File: src/rtl/seq_mac_mul.sv
// Sequential unsigned multiply-add p = x*y + u + v, one multiplier bit per clock.
// A single N-bit add-and-shift row is reused for M cycles behind a valid/ready handshake.
module seq_mac_mul #(
  parameter int N = 4,
  parameter int M = 3
) (
  input  logic             clk,
  input  logic             reset,
  input  logic             in_valid,
  output logic             in_ready,
  input  logic [N-1:0]     x,
  input  logic [N-1:0]     u,
  input  logic [M-1:0]     y,
  input  logic [M-1:0]     v,
  output logic             out_valid,
  input  logic             out_ready,
  output logic [N+M-1:0]   p,
  output logic             busy
);

  localparam int CW = (M > 1) ? $clog2(M) : 1;
  localparam logic [CW-1:0] LAST_ROW = CW'(M - 1);

  typedef enum logic [1:0] {IDLE, RUN, DONE} state_t;

  state_t           state_q, state_d;
  logic [N-1:0]     xr_q, xr_d;
  logic [M-1:0]     yr_q, yr_d;
  logic [M-1:0]     vr_q, vr_d;
  logic [N-1:0]     acc_q, acc_d;
  logic [M-1:0]     lo_q, lo_d;
  logic [CW-1:0]    cnt_q, cnt_d;
  logic [N+M-1:0]   p_q, p_d;

  logic [N-1:0]     row_x;
  logic [N:0]       sum;

  always_ff @(posedge clk) begin
    if (reset) begin
      state_q <= IDLE;
      xr_q    <= '0;
      yr_q    <= '0;
      vr_q    <= '0;
      acc_q   <= '0;
      lo_q    <= '0;
      cnt_q   <= '0;
      p_q     <= '0;
    end else begin
      state_q <= state_d;
      xr_q    <= xr_d;
      yr_q    <= yr_d;
      vr_q    <= vr_d;
      acc_q   <= acc_d;
      lo_q    <= lo_d;
      cnt_q   <= cnt_d;
      p_q     <= p_d;
    end
  end

  always_comb begin
    // v[i] enters as the carry-in of row i, so the row sum never exceeds N+1 bits.
    row_x = yr_q[cnt_q] ? xr_q : '0;
    sum   = {1'b0, row_x} + {1'b0, acc_q} + {{N{1'b0}}, vr_q[cnt_q]};

    state_d = state_q;
    xr_d    = xr_q;
    yr_d    = yr_q;
    vr_d    = vr_q;
    acc_d   = acc_q;
    lo_d    = lo_q;
    cnt_d   = cnt_q;
    p_d     = p_q;

    case (state_q)
      IDLE: begin
        if (in_valid) begin
          xr_d    = x;
          yr_d    = y;
          vr_d    = v;
          acc_d   = u;
          lo_d    = '0;
          cnt_d   = '0;
          state_d = RUN;
        end
      end
      RUN: begin
        lo_d[cnt_q] = sum[0];
        acc_d       = sum[N:1];
        if (cnt_q == LAST_ROW) begin
          // lo_d already carries this row's bit in its top position.
          p_d     = {sum[N:1], lo_d};
          state_d = DONE;
        end else begin
          cnt_d = cnt_q + CW'(1);
        end
      end
      DONE: begin
        if (out_ready) begin
          state_d = IDLE;
        end
      end
      default: state_d = IDLE;
    endcase
  end

  assign in_ready  = (state_q == IDLE);
  assign busy      = (state_q == RUN);
  assign out_valid = (state_q == DONE);
  assign p         = p_q;

endmodule

File: config.mk
export PLATFORM = sky130hd
export DESIGN_NAME = seq_mac_mul
export DESIGN_NICKNAME = d
export VERILOG_FILES = /design/src/rtl/seq_mac_mul.sv
export SDC_FILE = /design/constraint.sdc
export NUM_CORES = 1
export LEC_CHECK = 0
export CAP_MARGIN = 20
export CORE_UTILIZATION = 37
export CTS_CLUSTER_SIZE = 8
export DETAILED_ROUTE_END_ITERATION = 16
export REMOVE_ABC_BUFFERS = 1
export SETUP_SLACK_MARGIN = 0.4
export SYNTH_ARGS = -nofsm -noshare
export SYNTH_HDL_FRONTEND = slang
export SYNTH_SLANG_ARGS = --single-unit
export TNS_END_PERCENT = 5
File: constraint.sdc
create_clock -name clk -period 3.05 [get_ports clk]
set_clock_uncertainty 0.1 [all_clocks]
set_input_delay 0.305 -clock clk [delete_from_list [all_inputs] [get_ports clk]]
set_output_delay 0.305 -clock clk [all_outputs]
set_load 0.05 [all_outputs]
Word-level counts from Yosys, hierarchy flattened. Cells that the tools add are included.

$add $sub $neg: 3. $lt $le $gt $ge: 2. Equality and inequality tests: 7. Multiplexer cells: 19. Reduce and logical (&&, ||, !) cells: 8.

Operators with widths (count): $mux W2 (5); $mux W4 (2); $pmux W4 S2 (1); $pmux W2 S3 (1); $pmux W3 S2 (1); $reduce_and A2 Y1 (3); $reduce_and A3 Y1 (2); $add A4 B4 Y5 (1); $add A5 B1 Y5 (1); $bmux W1 S2 (2); $eq A2 B2 Y1 const B (2); $ne A2 B1 Y1 const B (2); $ne A2 B2 Y1 const B (2); $pmux W2 S2 (1); $bwmux W3 (1); $lt A2 B3 Y1 const B (1); $mux W1 (3); $mux W3 (1); $add A2 B1 Y2 const B (1); $demux W1 S2 (1); $eq A2 B1 Y1 const B (1); $ge A2 B1 Y1 const B (1); $logic_not A2 Y1 (1); $reduce_bool A2 Y1 (1); $logic_and A1 B1 Y1 (1).

Register bits: 28. Output and inout bits: 10. Word-level logic and storage cells: 47.

Logic depth before layout (Yosys ltp).
Word-level depth: 7. Gate-level depth with buffers: 9.

Worst setup path after synthesis. OpenSTA, ideal clock, no wires.

Path kind: register to register. Start: register cnt_q[1]. End: register acc_q[3]. Arrival time: 2.087 ns. Path slack: 0.793 ns. Cell stages (with the launch flop): 10. Buffers on the path: 0. Path through: dfxtp_1 -> mux2i_1 -> o22ai_1 -> nand2_1 -> fa_1 -> fa_1 -> nor2b_1 -> o21a_1 -> o21ai_0 -> a21oi_1.

Longest elaborated chain between the ends: 6. Elaborated cells between the ends (all ways): 8. Those cells by class: add/sub (2); mux (6).

Ends and longest elaborated chain: from (decl) (RTL line 32) `logic [CW-1:0] cnt_q, cnt_d;`; from (signal assigned) (RTL line 55) `cnt_q <= cnt_d;`; $bmux W1 S2 (RTL line 62) `row_x = yr_q[cnt_q] ? xr_q : '0;`; $mux W1 (implied by the code) (RTL line 62); $mux W4 (RTL line 62); $add A4 B4 Y5 (RTL line 63) `sum = {1'b0, row_x} + {1'b0, acc_q} + {{N{1'b0}}, vr_q[cnt_q]};`; $add A5 B1 Y5 * (RTL line 63); $pmux W4 S2 * (RTL line 74) `case (state_q)`; to (signal assigned) (RTL line 44) `acc_q <= '0;`; to (signal assigned) (RTL line 53) `acc_q <= acc_d;`; to (decl) (RTL line 30) `logic [N-1:0] acc_q, acc_d;`.

Every way passes the cells marked *; elsewhere a longest branch is shown, timed or not. The select of a mux whose other input is x is not followed. A chain may end at the register's enable or synchronous reset.

Worst setup path after layout. Ends and elaborated chain as after synthesis.

==> results.toml <==
[setup_path]
critPathArrivalTime_ps = 2660
cp_max_fo = 6
path_common_cell = "fa_1"
critPathRequiredTime_ps = 3220
crit_family = "adder cells"
cp_num_buf_inv = 0
slowest_delay_ps = 470
crit_path_top_delay_cell = "dfxtp_1"
crit_chain = "mux2i_1 -> o22ai_1 -> nand2_1 -> fa_1 -> fa_1 -> nor2b_1 -> o21a_1 -> o21ai_0 -> a21oi_1"
crit_type = "flip-flop to flip-flop"
start_kind = "flip-flop"
critPathCaptureType = "flip-flop"

[synthesis]
muxShareOfSynthArea = 0.02220
postSynthAreaPerCell_sq_um = 8.401
synth_warnings = 0
ys_seq_elements = 27
seq_area_frac_synth = 0.3996
ys.flop_type = "dfxtp_1"
yosysMostFrequentCell = "nand2_1"
synth_xor_area_frac = 0.01295
synth_compound_area_frac = 0.1628
ys_top_cells_by_count = "nand2_1 (33), dfxtp_1 (27), a21oi_1 (23)"
synthAdderAreaFrac = 0.08511
synth.top_cell.area_share = 0.3996
yosys.area_share.simple = 0.2609
synth_top_family_by_area = "simple AND/OR/NAND/NOR gates"
synth_edf_count = 0
async_flop_share = 0
synth_area_sq_um = 1353
synth_cells = 161
post-synth-top-area-cell = "dfxtp_1"
yosys.cell_types.count = 40
synthTopCellsByArea = "dfxtp_1 (40%), nand2_1 (9.2%), a21oi_1 (8.5%), ha_1 (5.6%), nor2_1 (3.9%)"

[drt]
wl_met1_microns = 1328
top_layer = "met4"
route.met2.wl_microns = 1408
final_antenna_net_count = 0
drc_errors = 0
wl_microns = 2860
vias = 1167
drt-initial-drc-count = 53
wl_met3_microns = 99
firstDrtPassIters = 3
viasPerCell = 5.009
drt-wirelength-per-cell_microns = 12.27

[grt]
grt_first_pass_wirelength_microns = 4823
overflow = 0
antenna_found_initial = 0
track_usage = 0.1532
grt_max_degree = 17
grt_pass1_vias = 1110

[power_and_ir_drop]
p_sw_frac = 0.2865
p_per_area_nw_per_um2 = 400.8
clock_power_share = 0.236
leakage_nw = 0.6374
internal_power_w = 0.0004798
ir_drop_uv = 284.6
seq_power_share = 0.573
switchingPower_w = 0.0001927
combPwrFrac = 0.192

[placement]
dp.cells = 229
port_buffers = 27
place_congestion = 0.8036
place_hpwl_microns = 2207
pre_cts_slack_ps = 592.4

[floorplanning]
die-area_sq_um = 3901
io_pins = 28
start_util = 0.3960
core_sq_um = 3416
num_rows = 21
die_x_microns = 62.46
die_h_microns = 62.46

[cells_and_area]
utilization = 0.4912
antennaDiodeCount = 0
finalNonFillerCells = 233
area_growth_pct = 24.05
nNetsFinal = 214
drive_gt1_frac = 0.05348

[timing]
clock.fmax_ghz = 0.4017
setup_violations = 0
worst_slew_pin_slew_ps = 714.3
drv_slew = 0
finalCritPeriodShare = 0.8163
rsz0062_at_grt = "yes"
final.setup.tns_ps = 0
hold_viol_final = 0
min_period_ps = 2490
slew_headroom = 0.5233
postLayoutSetupSlackWorst_ps = 560.3

[cts]
clk_latency_ps = 330
cts_buffers = 3
clockBufferDepth = 2
clock-sinks = 27
root_buffer = "clkbuf_4"
path_clk_slew_ps = 150
postCtsSetupBuffers = 0
htreeDepth = 1
cts_tree = "done"
hold_buffers = 0

[status]
status = "completed"

[flow_run]
drv_cap = 0

[hold_path]
hold_class = "flip-flop to flip-flop"
-- final cells by class --
| class | instances | area, sq um |
|---|---|---|
| multi-input combinational | 119 | 735.7 |
| clock buffer | 4 | 26.28 |
| fill | 353 | 1738 |
| sequential | 27 | 540.5 |
| tap | 46 | 57.56 |
| inverter | 8 | 30.03 |
| timing repair buffer | 29 | 287.8 |
-- worst register-to-register path, cell delays in order (launching register included) --
cell and delay (ps):
dfxtp_1 470, mux2i_1 110, o22ai_1 240, nand2_1 130, fa_1 450, fa_1 430, nor2b_1 140, o21a_1 140
o21ai_0 70, a21oi_1 150
-- power by group through the flow --
stage | clock (W) | sequential (W) | combinational, W
finish | 0.000158 | 0.000385 | 0.000129
global route | 0.000181 | 0.000388 | 0.000143
CTS | 0.000167 | 0.000385 | 0.000130
detailed placement | 0 | 0.000393 | 0.000130
global placement | 0 | 0.000393 | 0.000126
floorplan | 0 | 0.000392 | 0.0000757
-- kinds of logic (layout without fill, tap and decap cells) --
logic type,after synthesis,count (layout)
adder cells (fa/ha/maj),8,8
AO/OA/AOI/OAI,38,38
AND/OR/NAND/NOR,68,68
flip-flops,27,27
buffers and inverters,15,41
XOR/XNOR,2,2
multiplexers,3,3
-- stage by stage --
stage	area, sq um	total power [W]	hold slack [ps]
after global routing	1678	0.0007117	386.1
after floorplan	1306	0.0004672	274.1
after detailed placement	1649	0.0005232	347.1
final	1678	0.0006725	359.8
after CTS	1675	0.0006830	365.8
after global placement	1649	0.0005189	339.5
-- flip-flops by register name, indices dropped and copies added, names as in the netlist --
signal / flops
lo_q: 2
cnt_q: 2
p: 7
vr_q: 3
yr_q: 3
state_q: 2
acc_q: 4
xr_q: 4
-- layout by cell type (no fill, tap or decap), types with 3 or more instances in the layout --
master	count
inv_1	8
a21oi_1	23
o21ai_0	3
clkbuf_4	3
nand2_1	33
dfxtp_1	27
ha_1	6
clkdlybuf4s50_1	26
nor2_1	14
mux2i_1	3
a22oi_1	3
nor3_1	4
-- per-layer routing --
layer / vias up / GRT usage
met3: 2 / 0.04380
met4: 0 / 0.02907
met1: 545 / 0.1738
met5: - / 0
met2: 21 / 0.2826
li1: 599 / -
-- path summary, 6_finish.rpt --
path | startpoint | endpoint | slack (ps) | cells past startpoint
setup reg to reg | cnt_q[1]$_SDFFE_PP0P_ | acc_q[3]$_SDFFE_PP0P_ | 560 | 9
hold reg to reg | p[0]$_SDFFE_PP0P_ | p[0]$_SDFFE_PP0P_ | 360 | 2
hold / removal | p[0]$_SDFFE_PP0P_ | p[0]$_SDFFE_PP0P_ | 360 | 2
setup / recovery | cnt_q[1]$_SDFFE_PP0P_ | acc_q[3]$_SDFFE_PP0P_ | 560 | 9
-- what timing repair did --
item,4_1_cts,5_1_grt
endpoints found under the hold margin,0,0
gates resized for setup,0,1
endpoints found under the setup margin,0,3
Note: power is estimated with default switching activity, not from simulation.
